[config.mk]
export PLATFORM = sky130hd
export DESIGN_NAME = traceback_ctrl
export DESIGN_NICKNAME = d
export VERILOG_FILES = /design/src/rtl/traceback_ctrl.sv
export SDC_FILE = /design/constraint.sdc
export NUM_CORES = 1
export LEC_CHECK = 0
export CAP_MARGIN = 5
export CORE_UTILIZATION = 36
export DETAILED_ROUTE_END_ITERATION = 8
export HOLD_SLACK_MARGIN = 0.03
export PLACE_DENSITY = 0.55
export SLEW_MARGIN = 20
export SYNTH_ARGS = -nofsm -noshare
export SYNTH_HDL_FRONTEND = slang
export SYNTH_SLANG_ARGS = --single-unit
[constraint.sdc]
create_clock -name clk -period 9.26 [get_ports clk]
set_clock_uncertainty 0.2 [all_clocks]
set_input_delay 1.389 -clock clk [delete_from_list [all_inputs] [get_ports clk]]
set_output_delay 1.389 -clock clk [all_outputs]
set_load 0.02 [all_outputs]
[src/rtl/traceback_ctrl.sv]
// Viterbi traceback controller: traces TB_DEPTH survivor columns (2 cycles each), then emits the bits oldest-first under valid/ready.
// Optional TB_OVF_CNT_EN adds o_ovf_cnt, a saturating count of dropped survivor writes.
module traceback_ctrl #(
  parameter int TB_DEPTH  = 8,
  parameter int MEM_DEPTH = 16
) (
  input  logic                         clk,
  input  logic                         rst,
  input  logic                         en,
  input  logic                         i_en_t,
  input  logic                         i_td_wr,
  input  logic [1:0]                   i_best_state,
  input  logic                         i_surv_bit,
  input  logic                         i_ood,
  input  logic                         i_out_rdy,
  output logic                         o_rd_en,
  output logic [$clog2(MEM_DEPTH)-1:0] o_rd_addr,
  output logic [1:0]                   o_rd_state,
  output logic                         o_bit_valid,
  output logic                         o_bit,
  output logic                         o_td_full,
  output logic                         o_ovf,
  output logic                         o_done
`ifdef TB_OVF_CNT_EN
  ,
  output logic [7:0]                   o_ovf_cnt
`endif
);

  localparam int AW = $clog2(MEM_DEPTH);
  localparam int PW = $clog2(MEM_DEPTH + 1);
  localparam int LW = $clog2(TB_DEPTH + 1);
  localparam int SW = (TB_DEPTH > 1) ? $clog2(TB_DEPTH) : 1;

  typedef enum logic [2:0] {
    S_IDLE,
    S_FILL,
    S_RD,
    S_UPD,
    S_EMIT,
    S_DONE
  } state_t;

  state_t              r_state;
  state_t              w_state_nxt;
  logic [AW-1:0]       r_wr_ptr;
  logic [AW-1:0]       r_rd_base;
  logic [AW-1:0]       r_col;
  logic [PW-1:0]       r_pend;
  logic [LW-1:0]       r_len;
  logic [SW-1:0]       r_step;
  logic [SW-1:0]       r_emit_idx;
  logic [1:0]          r_cur_state;
  logic [TB_DEPTH-1:0] r_lifo;
  logic                r_partial;
  logic                r_ovf;

  logic                w_full;
  logic                w_wr_acc;
  logic                w_wr_drop;
  logic                w_len_full;
  logic [LW-1:0]       w_blk_len;
  logic                w_step_last;
  logic                w_emit_last;
  logic                w_blk_start;
  logic                w_blk_partial;

  assign w_full      = (r_pend == PW'(MEM_DEPTH));
  assign w_wr_acc    = en & i_td_wr & ~w_full;
  assign w_wr_drop   = en & i_td_wr & w_full;
  assign w_len_full  = (r_pend >= PW'(TB_DEPTH));
  // A short block (ood flush) traces exactly the columns still pending.
  assign w_blk_len   = w_len_full ? LW'(TB_DEPTH) : LW'(r_pend);
  assign w_step_last = (LW'(r_step) == (r_len - LW'(1)));
  assign w_emit_last = (r_emit_idx == '0);

  always_comb begin
    w_state_nxt   = r_state;
    w_blk_start   = 1'b0;
    w_blk_partial = 1'b0;
    if (en) begin
      case (r_state)
        S_IDLE: if (i_en_t) w_state_nxt = S_FILL;
        S_FILL: begin
          if (w_len_full) begin
            w_blk_start = 1'b1;
            w_state_nxt = S_RD;
          end else if (i_ood) begin
            if (r_pend != '0) begin
              w_blk_start   = 1'b1;
              w_blk_partial = 1'b1;
              w_state_nxt   = S_RD;
            end else begin
              w_state_nxt = S_DONE;
            end
          end
        end
        S_RD:   w_state_nxt = S_UPD;
        S_UPD:  w_state_nxt = w_step_last ? S_EMIT : S_RD;
        S_EMIT: begin
          if (i_out_rdy && w_emit_last) w_state_nxt = r_partial ? S_DONE : S_FILL;
        end
        S_DONE: w_state_nxt = S_DONE;
        default: w_state_nxt = S_IDLE;
      endcase
    end
  end

  always_comb begin
    o_rd_en     = en && (r_state == S_RD);
    o_rd_addr   = o_rd_en ? r_col : '0;
    o_rd_state  = o_rd_en ? r_cur_state : 2'b00;
    o_bit_valid = en && (r_state == S_EMIT);
    o_bit       = (r_state == S_EMIT) ? r_lifo[r_emit_idx] : 1'b0;
    o_td_full   = w_full;
    o_ovf       = r_ovf;
    o_done      = (r_state == S_DONE);
  end

  always_ff @(posedge clk) begin
    if (rst) begin
      r_state     <= S_IDLE;
      r_wr_ptr    <= '0;
      r_rd_base   <= '0;
      r_col       <= '0;
      r_pend      <= '0;
      r_len       <= '0;
      r_step      <= '0;
      r_emit_idx  <= '0;
      r_cur_state <= 2'b00;
      r_lifo      <= '0;
      r_partial   <= 1'b0;
      r_ovf       <= 1'b0;
    end else if (en) begin
      r_state <= w_state_nxt;
      if (w_wr_acc) r_wr_ptr <= r_wr_ptr + AW'(1);
      if (w_wr_drop) r_ovf <= 1'b1;
      r_pend <= r_pend + PW'(w_wr_acc) - (w_blk_start ? PW'(w_blk_len) : PW'(0));

      if (w_blk_start) begin
        r_len       <= w_blk_len;
        r_cur_state <= i_best_state;
        r_col       <= r_rd_base + AW'(w_blk_len) - AW'(1);
        r_rd_base   <= r_rd_base + AW'(w_blk_len);
        r_step      <= '0;
        r_partial   <= w_blk_partial;
      end

      if (r_state == S_UPD) begin
        r_lifo[r_step] <= r_cur_state[1];
        r_cur_state    <= {r_cur_state[0], i_surv_bit};
        r_col          <= r_col - AW'(1);
        if (w_step_last) r_emit_idx <= SW'(r_len - LW'(1));
        else             r_step     <= r_step + SW'(1);
      end

      if ((r_state == S_EMIT) && i_out_rdy && !w_emit_last) r_emit_idx <= r_emit_idx - SW'(1);
    end
  end

`ifdef TB_OVF_CNT_EN
  logic [7:0] r_ovf_cnt;

  always_ff @(posedge clk) begin
    if (rst) begin
      r_ovf_cnt <= 8'd0;
    end else if (w_wr_drop && (r_ovf_cnt != 8'hFF)) begin
      r_ovf_cnt <= r_ovf_cnt + 8'd1;
    end
  end

  assign o_ovf_cnt = r_ovf_cnt;
`endif

endmodule

==> results of run 1 <==
through the flow:
stage	area (µm²)	util [%]	hold slack (ps)
floorplan	2520	-	233
global placement	2760	40.6	244
detailed placement	2760	40.6	255
CTS	2830	41.7	266
global route	2830	41.7	286
finish	2830	41.7	259
logic make-up (layout without fill, tap and decap cells):
logic type | after synthesis | after routing | synth area share (%)
AND/OR/NAND/NOR | 114 | 114 | 23.7
AO/OA/AOI/OAI | 64 | 64 | 17.9
flip-flops | 38 | 38 | 30.1
buffers and inverters | 36 | 50 | 7.44
adder cells (fa/ha/maj) | 18 | 18 | 9.52
multiplexers | 17 | 17 | 7.78
XOR/XNOR | 10 | 10 | 3.47
routing by layer:
| metal | vias up | track usage, % | routed length, µm |
|---|---|---|---|
| met1 | 966 | 21.6 | 2760 |
| met2 | 27 | 28.7 | 2650 |
| met3 | 7 | 3.08 | 163 |
| li1 | 1076 | - | - |
| met5 | - | 0 | 0 |
| met4 | 0 | 4.55 | 69 |
worst paths after layout:
path | from | end | slack, ps | cells past startpoint
worst max-delay path | en | o_rd_addr[3] | 4470 | 5
worst min-delay path | r_lifo[1]$_SDFFE_PP0P_ | r_lifo[1]$_SDFFE_PP0P_ | 260 | 2
worst max register to register | r_state[0]$_SDFFE_PP0P_ | r_pend[4]$_SDFFE_PP0P_ | 5790 | 14
worst min register to register | r_lifo[1]$_SDFFE_PP0P_ | r_lifo[1]$_SDFFE_PP0P_ | 260 | 2
worst max-delay path, cell delays in order:
cell and delay (ps):
clkdlybuf4s50_1 460, buf_4 260, and4_1 330, and2_1 150, clkdlybuf4s50_1 600
flip-flops by register name, indices dropped and copies added (netlist names):
signal       cells
r_col            4
o_ovf            1
r_pend           5
r_rd_base        4
r_partial        1
r_len            4
r_lifo           8
r_cur_state      2
r_state          3
r_step           3
r_emit_idx       3
report_power, final:
part,switching (mW),internal [mW]
combinational,0.0585,0.0494
clock,0.0554,0.0519
sequential,0.0167,0.174
total,0.131,0.275
cell usage in the layout (no fill, tap or decap), drive strengths merged, types with 3 or more instances in the layout:
cell | Yosys | final
xnor2 | 7 | 7
a21oi | 20 | 20
dfxtp | 38 | 38
mux2i | 14 | 14
a211oi | 4 | 4
clkbuf | 10 | 7
o21ai | 13 | 13
and3 | 3 | 3
xor2 | 3 | 3
and2 | 11 | 11
inv | 20 | 20
clkdlybuf4s50 | 0 | 21
nand2 | 31 | 31
nor2 | 30 | 30
o2111ai | 3 | 3
o31ai | 3 | 3
nor3 | 7 | 7
ha | 16 | 16
nand3b | 7 | 7
nand3 | 9 | 9
final cells by class:
cell class / count / area, µm² / share of cell area (%)
multi-input cells: 223 / 1580 / 55.6
well taps: 96 / 120 / 4.24
clock buffers: 7 / 76.3 / 2.69
repair buffers: 23 / 225 / 7.95
inverters: 20 / 75.1 / 2.65
flip-flops and latches: 38 / 761 / 26.9
==> metrics.txt, run 1 <==
status=finished, final reports clean; FILL cells=712; syn_nets=325; H-Tree Depth=2; RSZ-0062 raised after global routing=no; Synthesis Warnings=0; worst slew pin tran=714 ps; Critical Path RT=7670 ps; GPL Wtd Cong=0.754; dpl cells=400; setup bufs post-CTS=0; Peak VDD IR=70.1 µV; Area Overhead vs Synth=12.2%; share of layout cells above drive strength 1=7.72%; async set or reset register ratio after synthesis=0%; DRC=0; initial antenna violation count=0; CTS tree=built; Worst setup EP type=primary output; Routed Antenna Nets=0; row count=30; IO Count=22; clock tree buffer depth=2; setup TNS=0 ps; Post-Syn Area=0.00252 mm²; final wirelength=5640 µm; top-count cell post-synth=dfxtp_1; clk sinks=38; grt total ovfl=0; CP Data Arrival Time=3200 ps; crit share post-route=51.7%; cts repair resizes=0; CTS root buf=clkbuf_8; Min-Delay Path Class=reg -> reg; ANT cells=0; fmax=0.209 GHz; static leakage=1.08 nW; synth cell count leaders=dfxtp_1 (38), nand2_1 (30), nor2_1 (29); vias in the first global route=1949; final std cells w/o fill=407; Area contributors post-synth=dfxtp_1 (30%), ha_1 (7.9%), mux2i_1 (5.6%); Worst-Skew Late Latency=280 ps; number of nets in the layout=339; Setup WS post-layout=4470 ps; Avg Vias per Cell=5.10; top-area cell type share of the netlist area=30.1%; total power draw=406 µW; Post-synth EDFFs=0; Max-Slew Margin vs Limit=52.3%; largest net degree at the start of global routing=37; CTS Buf Count=5; Port Buf Inserts=21; Worst-path clk slew=70 ps; Setup Viol. Count Final=0; DPL Wire Length=4210 µm; pwr dens=143 mW/mm²; Total GRT Usage=16.7%; Yosys top cell by area=dfxtp_1; 1st-iter DRT viols=67; Post-CTS Hold Fix Bufs=0; first-pass GRT wire length=9720 µm; Synth Flop Type=dfxtp_1; Unique masters post-synth=61; Final Hold Vio Count=0; Crit Path Class=in -> out; die area=0.00735 mm²; dpl ws=4210 ps; Seq cells post-synth=38; Final Slew Violations=0; max cap viols=0; Initial Util=37.1%; total iterations of the first detailed-routing run=4; Worst setup SP type=input port; Synth Area per Inst=8.50 µm²; Post-Synthesis Cells=297; DR WL/cell=13.9 µm; sequential fraction of the synthesis area=30.1%; Chip Width=85.7 µm; Tmin final=4790 ps; routed vias=2076; Die Span Y=85.7 µm; crit path max fanout=22; Core Footprint=0.00679 mm²
Power figures use the tool's default switching activity.
==> run 2: changes to the inputs <==
Settings changed: PLACE_DENSITY 0.55 to 0.57.
Clock period 9.26 ns to 4.1 ns, I/O delays scaled along.
==> run 2 against run 1 <==
Register-to-register slack got worse by 5100 ps. Flip-flop and latch count stayed put. Sequential share of layout area decreased by 0.37 points. Wire length up 2.1%. Highest routed layer unchanged. Power increased by 150%. Critical path type is now in -> reg. Setup slack worse by 4000 ps. Combinational power rose by 130%. Hold slack improved by 7.8 ps. Clock power rose to 3.0 times the previous value. Critical endpoint is now r_pend[4]$_SDFFE_PP0P_.
==> metrics.txt, run 2 (synthesis results as in run 1) <==
status=finished, final reports clean; ANT cells=0 (unchanged); 1st-iter DRT viols=106 (+58%); GPL Wtd Cong=0.773 (+2.4%); critical path endpoint=r_pend[4]$_SDFFE_PP0P_; Worst-path clk slew=80 ps (about the same); fmax=0.276 GHz; worst slew pin tran=728 ps (+14.6 ps); smallest hold slack=266 ps (+7.84 ps); clock tree buffer depth=2 (unchanged); vias in the first global route=2089 (+7.2%); routed vias=2112 (+1.7%); Post-CTS Hold Fix Bufs=0 (unchanged); total power draw=999 µW (+150%); Routed Antenna Nets=0 (unchanged); H-Tree Depth=2 (unchanged); Max-Slew Margin vs Limit=51.3% (-0.98 points); Tmin final=3630 ps; Worst Hold Launch=r_rd_base[0]$_SDFFE_PP0P_; final std cells w/o fill=409 (+0.49%); CTS Buf Count=5 (unchanged); die area=0.00735 mm² (unchanged); Reg with most FFs=r_lifo; first-pass GRT wire length=9980 µm (+2.6%); Reg2Reg Setup Slack=690 ps (-5100 ps); Crit Path Class=in -> reg; total iterations of the first detailed-routing run=4 (unchanged); Setup Viol. Count Final=0 (unchanged); cts repair resizes=0 (unchanged); CP Cell Sequence=clkdlybuf4s50_1 > and4bb_2 > nand2_1 > nor2_1 > and2_1 > ha_1 > inv_1 > ha_1 > inv_1 > fa_1 > nor2b_1 > o21ai_0 > and3_1 > o21ai_0 > mux2_2; Core Footprint=0.00679 mm² (unchanged); Largest register FFs=8 (unchanged); Worst-Skew Late Latency=300 ps (+20 ps); Total GRT Usage=17.3% (+0.52 points); dpl cells=401 (+0.25%); DRC=0 (unchanged); Worst setup SP type=input port; Crit path max-delay family=simple AND/OR/NAND/NOR gates; DR WL/cell=14.1 µm (+1.6%); number of nets in the layout=340 (+0.29%); crit path max fanout=4 (-82%); Area Overhead vs Synth=13.8%; max cap viols=0 (unchanged); Worst setup EP type=flip-flop; static leakage=1.11 nW (+2.3%); CTS tree=built; post-route core utilization=42.3% (+0.59 points); Setup WS post-layout=471 ps (-4000 ps); Final Slew Violations=0 (unchanged); Chip Width=85.7 µm (unchanged); initial antenna violation count=0 (unchanged); Critical Path RT=4090 ps (-3580 ps); Peak VDD IR=186 µV (+170%); Final Cell Area=0.00287 mm² (+1.4%); commonest non-fill, non-tap cell in the layout=dfxtp_1; Avg Vias per Cell=5.16 (+1.2%); clk sinks=38 (unchanged); Port Buf Inserts=21 (unchanged); DPL Wire Length=4290 µm (+1.9%); CP Depth=15 (+10); IO Count=22 (unchanged); setup TNS=0 ps (unchanged); Initial Util=37.1% (unchanged); dpl ws=159 ps (-4050 ps); Final Hold Vio Count=0 (unchanged); Slowest cell on crit path=clkdlybuf4s50_1; Top Registers=r_lifo x8, r_pend x5; setup bufs post-CTS=0 (unchanged); CTS root buf=clkbuf_8; final wirelength=5760 µm (+2.1%); commonest non-fill, non-tap cells in the layout=dfxtp_1 (38), nand2_1 (30), nor2_1 (29); max incr delay on CP=530 ps (-70 ps); pwr dens=348 mW/mm² (+140%); Die Span Y=85.7 µm (unchanged); reg2reg path depth=13 (-1); R2R Path End=r_pend[4]$_SDFFE_PP0P_; Min-Delay Path Class=reg -> reg; dpl cell area=0.00276 mm² (+0.27%); RSZ-0062 raised after global routing=no; CP startpoint=en; largest net degree at the start of global routing=28 (-24%); CP Data Arrival Time=3620 ps (+420 ps); crit share post-route=88.5%; Critical R2R Launch=r_pend[0]$_SDFFE_PP0P_; grt total ovfl=0 (unchanged); row count=30 (unchanged); share of layout cells above drive strength 1=8.95% (+1.2 points); Buf/Inv on CP=3 (unchanged)
==> run 2: power breakdown <==
group          internal [mW]  leakage, nW  switching, mW
Combinational          0.113        0.742          0.134
Sequential             0.392        0.308         0.0378
Clock                  0.179       0.0579          0.144
Total                  0.684         1.11          0.315
==> run 2: worst min-delay path: stages (launching register included) <==
cell     delay [ps]
dfxtp_1         320
nand2_1          50
a21oi_1          50
==> run 2: how the worst min path moves through the flow <==
stage / to / cells after the start
floorplan: r_lifo[1]$_SDFFE_PP0P_ / 2
global placement: r_rd_base[2]$_SDFFE_PP0P_ / 2
detailed placement: r_rd_base[0]$_SDFFE_PP0P_ / 2
CTS: r_rd_base[0]$_SDFFE_PP0P_ / 2
global route: r_rd_base[0]$_SDFFE_PP0P_ / 2
finish: r_rd_base[0]$_SDFFE_PP0P_ / 2
==> run 2: final cells by class <==
| type | instances | area, µm² |
|---|---|---|
| flip-flops and latches | 38 | 761 |
| clock inverters | 3 | 40.0 |
| multi-input cells | 223 | 1580 |
| well taps | 96 | 120 |
| fillers | 696 | 3920 |
| clock buffers | 5 | 68.8 |
| inverters | 20 | 75.1 |
| repair buffers | 24 | 233 |
==> run 2: metal layers <==
layer,up-vias,global-route usage [%],routed length [µm]
li1,1081,-,-
met1,995,21.8,2750
met2,29,29.5,2760
met3,7,3.18,173
met4,0,6.06,78
met5,-,0,0
